[config.mk]
export PLATFORM = sky130hd
export DESIGN_NAME = pipeline_hazard_ctrl
export DESIGN_NICKNAME = d
export VERILOG_FILES = /design/src/rtl/pipeline_hazard_ctrl.sv
export SDC_FILE = /design/constraint.sdc
export NUM_CORES = 1
export LEC_CHECK = 0
export CORE_ASPECT_RATIO = 0.9
export CORE_MARGIN = 2
export CORE_UTILIZATION = 60
export DETAILED_ROUTE_END_ITERATION = 10
export DONT_BUFFER_PORTS = 1
export PLACE_DENSITY = 0.73
export SLEW_MARGIN = 15
export SYNTH_ARGS = -nofsm -noshare
export SYNTH_HDL_FRONTEND = slang
export SYNTH_SLANG_ARGS = --single-unit
[constraint.sdc]
create_clock -name clk_i -period 2.2 [get_ports clk_i]
set_input_delay 0.44 -clock clk_i [delete_from_list [all_inputs] [get_ports clk_i]]
set_output_delay 0.44 -clock clk_i [all_outputs]
set_load 0.01 [all_outputs]
[src/rtl/pipeline_hazard_ctrl.sv]
// Stall/flush controller for a five-stage pipeline. A private two-entry shadow scoreboard
// tracks the destinations in EXE and MEM, so no taps into downstream stage registers are needed.
module pipeline_hazard_ctrl #(
  parameter bit          FORWARD  = 1'b0,
  parameter int unsigned MEM_WAIT = 0
) (
  input  logic        clk_i,
  input  logic        rst_ni,
  input  logic        id_valid_i,
  input  logic [3:0]  id_src1_i,
  input  logic [3:0]  id_src2_i,
  input  logic        id_src1_used_i,
  input  logic        id_src2_used_i,
  input  logic        id_wb_en_i,
  input  logic [3:0]  id_dest_i,
  input  logic        id_mem_read_i,
  input  logic        id_mem_write_i,
  input  logic        exe_branch_taken_i,
  output logic        freeze_o,
  output logic        flush_o,
  output logic        bubble_o,
  output logic        stall_all_o,
  output logic [15:0] stall_cnt_o
);

  typedef struct packed {
    logic       valid;
    logic       wb_en;
    logic [3:0] dest;
    logic       mem_rd;
    logic       mem_acc;
  } sb_entry_t;

  localparam logic [3:0] WaitLoad = 4'(MEM_WAIT);

  sb_entry_t   exe_q, exe_d, mem_q, mem_d;
  logic [3:0]  wcnt_q, wcnt_d;
  logic [15:0] stall_cnt_q, stall_cnt_d;
  logic        exe_wr, mem_wr;
  logic        src1_hit, src2_hit;
  logic        hazard, stall_all, flush, bubble, freeze;

  // With forwarding only a load still in EXE cannot be bypassed in time.
  always_comb begin
    exe_wr   = exe_q.valid & exe_q.wb_en & (FORWARD ? exe_q.mem_rd : 1'b1);
    mem_wr   = mem_q.valid & mem_q.wb_en & ~FORWARD;
    src1_hit = id_src1_used_i & ((exe_wr & (id_src1_i == exe_q.dest)) |
                                 (mem_wr & (id_src1_i == mem_q.dest)));
    src2_hit = id_src2_used_i & ((exe_wr & (id_src2_i == exe_q.dest)) |
                                 (mem_wr & (id_src2_i == mem_q.dest)));
    hazard   = id_valid_i & (src1_hit | src2_hit);
  end

  always_comb begin
    stall_all   = (wcnt_q != 4'd0);
    flush       = exe_branch_taken_i & ~stall_all;
    bubble      = hazard & ~stall_all & ~flush;
    freeze      = stall_all | bubble;

    exe_d       = exe_q;
    mem_d       = mem_q;
    wcnt_d      = wcnt_q;
    stall_cnt_d = stall_cnt_q;

    if (freeze && (stall_cnt_q != 16'hFFFF)) begin
      stall_cnt_d = stall_cnt_q + 16'd1;
    end

    if (!stall_all) begin
      mem_d = exe_q;
      exe_d = '0;
      if (id_valid_i && !hazard && !flush) begin
        exe_d.valid   = 1'b1;
        exe_d.wb_en   = id_wb_en_i;
        exe_d.dest    = id_dest_i;
        exe_d.mem_rd  = id_mem_read_i;
        exe_d.mem_acc = id_mem_read_i | id_mem_write_i;
      end
      // A memory access moving into MEM holds the whole pipe for MEM_WAIT cycles.
      if (exe_q.valid && exe_q.mem_acc) begin
        wcnt_d = WaitLoad;
      end
    end else begin
      wcnt_d = wcnt_q - 4'd1;
    end
  end

  always_ff @(posedge clk_i or negedge rst_ni) begin
    if (!rst_ni) begin
      exe_q       <= '0;
      mem_q       <= '0;
      wcnt_q      <= 4'd0;
      stall_cnt_q <= 16'd0;
    end else begin
      exe_q       <= exe_d;
      mem_q       <= mem_d;
      wcnt_q      <= wcnt_d;
      stall_cnt_q <= stall_cnt_d;
    end
  end

  assign freeze_o    = freeze;
  assign flush_o     = flush;
  assign bubble_o    = bubble;
  assign stall_all_o = stall_all;
  assign stall_cnt_o = stall_cnt_q;

endmodule

==> results by group <==
Synthesis
  • Share of the synthesized area in the top cell type: 0.474
  • Mapped Cells: ~170
  • Seq cells post-synth: 32
  • Dominant cell type by area after synthesis: dfrtp_1
  • Distinct cells, synth: 32
  • Adder-Cell Fraction of Synth Area: 0.00740
  • Post-synthesis simple-gate area fraction: 0.214
  • Post-Syn Nets: 193
  • Synth Warn #: 0
  • Synth area leaders: dfrtp_1 47%, nand2_1 7.3%, xor2_1 7.3%
  • Mean post-synth cell area: around 10 µm²
  • Number of synthesized flops with an enable pin: 0
  • Xor/xnor share of the synthesized area: 0.130
  • Largest family of logic cells by synthesized area: simple AND/OR/NAND/NOR gates
  • Main flop type after synthesis: dfrtp_1
  • Async SR Flop Fraction: 1.00
  • Seq/Total Area, Yosys: 0.474
  • Mapped cell area: 1690 µm²
  • Post-synthesis mux area share: 0.0333
  • Compound-Gate Fraction of Synth Area: 0.127

Critical path
  • Setup CP Type: register to primary output
  • R2r endpoint: stall_cnt_o[1]
  • Reg2reg start: exe_q[2]
  • Critical Path Source Type: register
  • Critical Path AT: approximately 1.7 ns
  • Worst-path fanout max: 4
  • CP Capture Type: primary output
  • CP startpoint: exe_q[3]
  • Critical Path RT: approximately 1.8 ns
  • CP Capture Point: bubble_o
  • Worst Reg-to-Reg Cells: 7
  • Worst R2R Setup Slack: 0.11 ns

Global route
  • First-pass GRT wire length: 6050 µm
  • Total gr overflow: 0
  • Initial antenna violation count: 0
  • Number of global-route vias before repair: 1319
  • Met1 Use GR: 0.322
  • Met3 Usage GRT: 0.0898
  • GR peak layer: met2
  • GRT Util Overall: 0.256
  • Met2 Use GR: 0.422
  • Largest net degree at the start of global routing: 33

Floorplanning
  • IO Count: 41
  • Die H: 54.4 µm
  • Core ar.: 2700 µm²
  • Width of the die: 60.0 µm
  • Starting Density: 0.625
  • # rows: 18
  • Die area: 3260 µm²

CTS
  • CTS buffer count: 5
  • CTS tree: yes
  • Clock root cell: clkbuf_4
  • Reg clk slew, reported paths: 0.09 ns
  • Skew-Pair Late Insertion Delay: 0.33 ns
  • H-Tree Depth: 2
  • Clk sinks: 32
  • Clock buffer depth: 2

Pwr
  • Maximum vdd drop: between 0.4 and 0.5 mV
  • Power Dens Cells: 526 nW/µm²
  • Pwr Total: between 1000 and 1500 µW
  • Pleak: 0.000814 µW

Outcome
  • Run status: completed

Timing
  • Tmin final: around 2.2 ns
  • Final hold slack: 0.234 ns
  • Pins over their slew limit: 0
  • Fin crit share: 0.980
  • F_max: 464 MHz
  • Clk_skew: between 0.009 and 0.01 ns
  • # setup viols final: 0
  • Measured slew at the worst slew-check pin: 0.690 ns
  • Final Hold Fails: 0
  • RSZ-0062 raised after global routing: true
  • Relative max-transition margin: 0.536

Placed design
  • Post-Place Cell Area: 1780 µm²
  • IO Port Bufs: 0
  • Dpl cells: 204
  • GPL Wtd Cong: 0.865
  • HPWL after DPL: between 2000 and 3000 µm

Detailed routing
  • Final ANT Viol Nets: 0
  • 1st-pass router iterations: 5
  • Vias per cell: 6.15
  • Wirelength, routed: 3670 µm
  • DRC violations left: 0
  • Routed wire per std cell: roughly 17 µm
  • Vias: 1341
  • Starting DRT DRC Count: 64

Min path
  • Worst hold path class: input port to register
  • Hold path depth: 1

Cells and area
  • Sequential Area: approximately 800 µm²
  • Fin cells: 218
  • Fraction of layout cells with a size suffix above 1: 0.181
  • Layout area overhead: 15.1%
  • Multi-input logic area: about 900 µm²
  • Post-route cell area: approximately 1900 µm²
  • Antenna cells: 0
  • Final net count: 209
  • Fillers: 201
  • Post-layout util: 0.720
  • Most frequent cells in the layout: 32 x nand2_1, 32 x dfrtp_1, 14 x xor2_1, 11 x xnor2_1

Job
  • Max Cap Violations: 0
cell usage after synthesis (2+ instances only):
library cell and instances:
nor3_1 2, nand2_1 33, a22o_1 5, o21ai_0 2, a21oi_1 10, clkbuf_1 2
dfrtp_1 32, inv_1 2, nor4_2 4, buf_2 2, and2_1 2, a2bb2oi_1 2
mux2_2 5, nand4_1 10, nor2_1 8, a21boi_0 3, xor2_1 14, xnor2_1 11
and3_1 2, nand3_1 8
metrics by stage:
stage          worst slack [ns]  TNS [ns]
2_1_floorplan             0.177         0
3_3_place_gp             -0.131    -0.564
3_5_place_dp             -0.189     -1.25
4_1_cts                 -0.0278   -0.0278
5_1_grt                 -0.0354   -0.0902
6_report                 0.0435         0
how the worst min path moves through the flow:
stage,start,end,slack (ns)
2_1_floorplan,rst_ni,exe_q[2],0.14
3_5_place_dp,rst_ni,wcnt_q[2],0.15
6_report,id_dest_i[0],exe_q[2],0.23
5_1_grt,id_dest_i[0],exe_q[2],0.23
3_3_place_gp,rst_ni,mem_q[3],0.15
4_1_cts,id_wb_en_i,exe_q[6],0.23
cell families after synthesis:
family,after synthesis
simple gates,72
mux,5
xor+xnor,25
buf+inv,6
fa+ha+maj,1
compound gates,30
flops,32
cell type report:
class	instances	area share
multi-input cells	133	0.471
flip-flops and latches	32	0.412
repair buffers	13	0.0643
clock buffers	8	0.0302
well taps	30	0.0193
inverters	2	0.00386
critical path, cell delays in order (launching register included):
cell     delay, ns
dfrtp_1       0.43
xnor2_1       0.18
nand4_1       0.17
nor4_4        0.24
buf_4         0.19
nor3_2        0.05
nor2_2        0.14
routing by layer:
layer	vias to the layer above	share of wire
li1	639	-
met1	661	0.42
met2	35	0.51
met3	6	0.057
met4	0	0.011
met5	-	0
report_power, final:
| group | switching, µW | total [µW] | internal [µW] |
|---|---|---|---|
| Combinational | 35.9 | 66.4 | 30.4 |
| Sequential | 13.0 | 611 | 598 |
| Clock | 190 | 347 | 158 |
| Total | 238 | 1020 | 786 |
registers in the layout (all words and copies together), names as in the netlist:
register     flops
wcnt_q           4
mem_q            6
stall_cnt_o     16
exe_q            6
repair_timing:
action / in CTS / in global routing
setup endpoints to repair: 13 / 4
hold buffers: 2 / 0
buffers inserted: 2 / 2
pin swaps: 6 / 3
gates resized for setup: 6 / 1
endpoints found under the hold margin: 32 / 0
No activity file was read; power rests on OpenSTA's default activity.
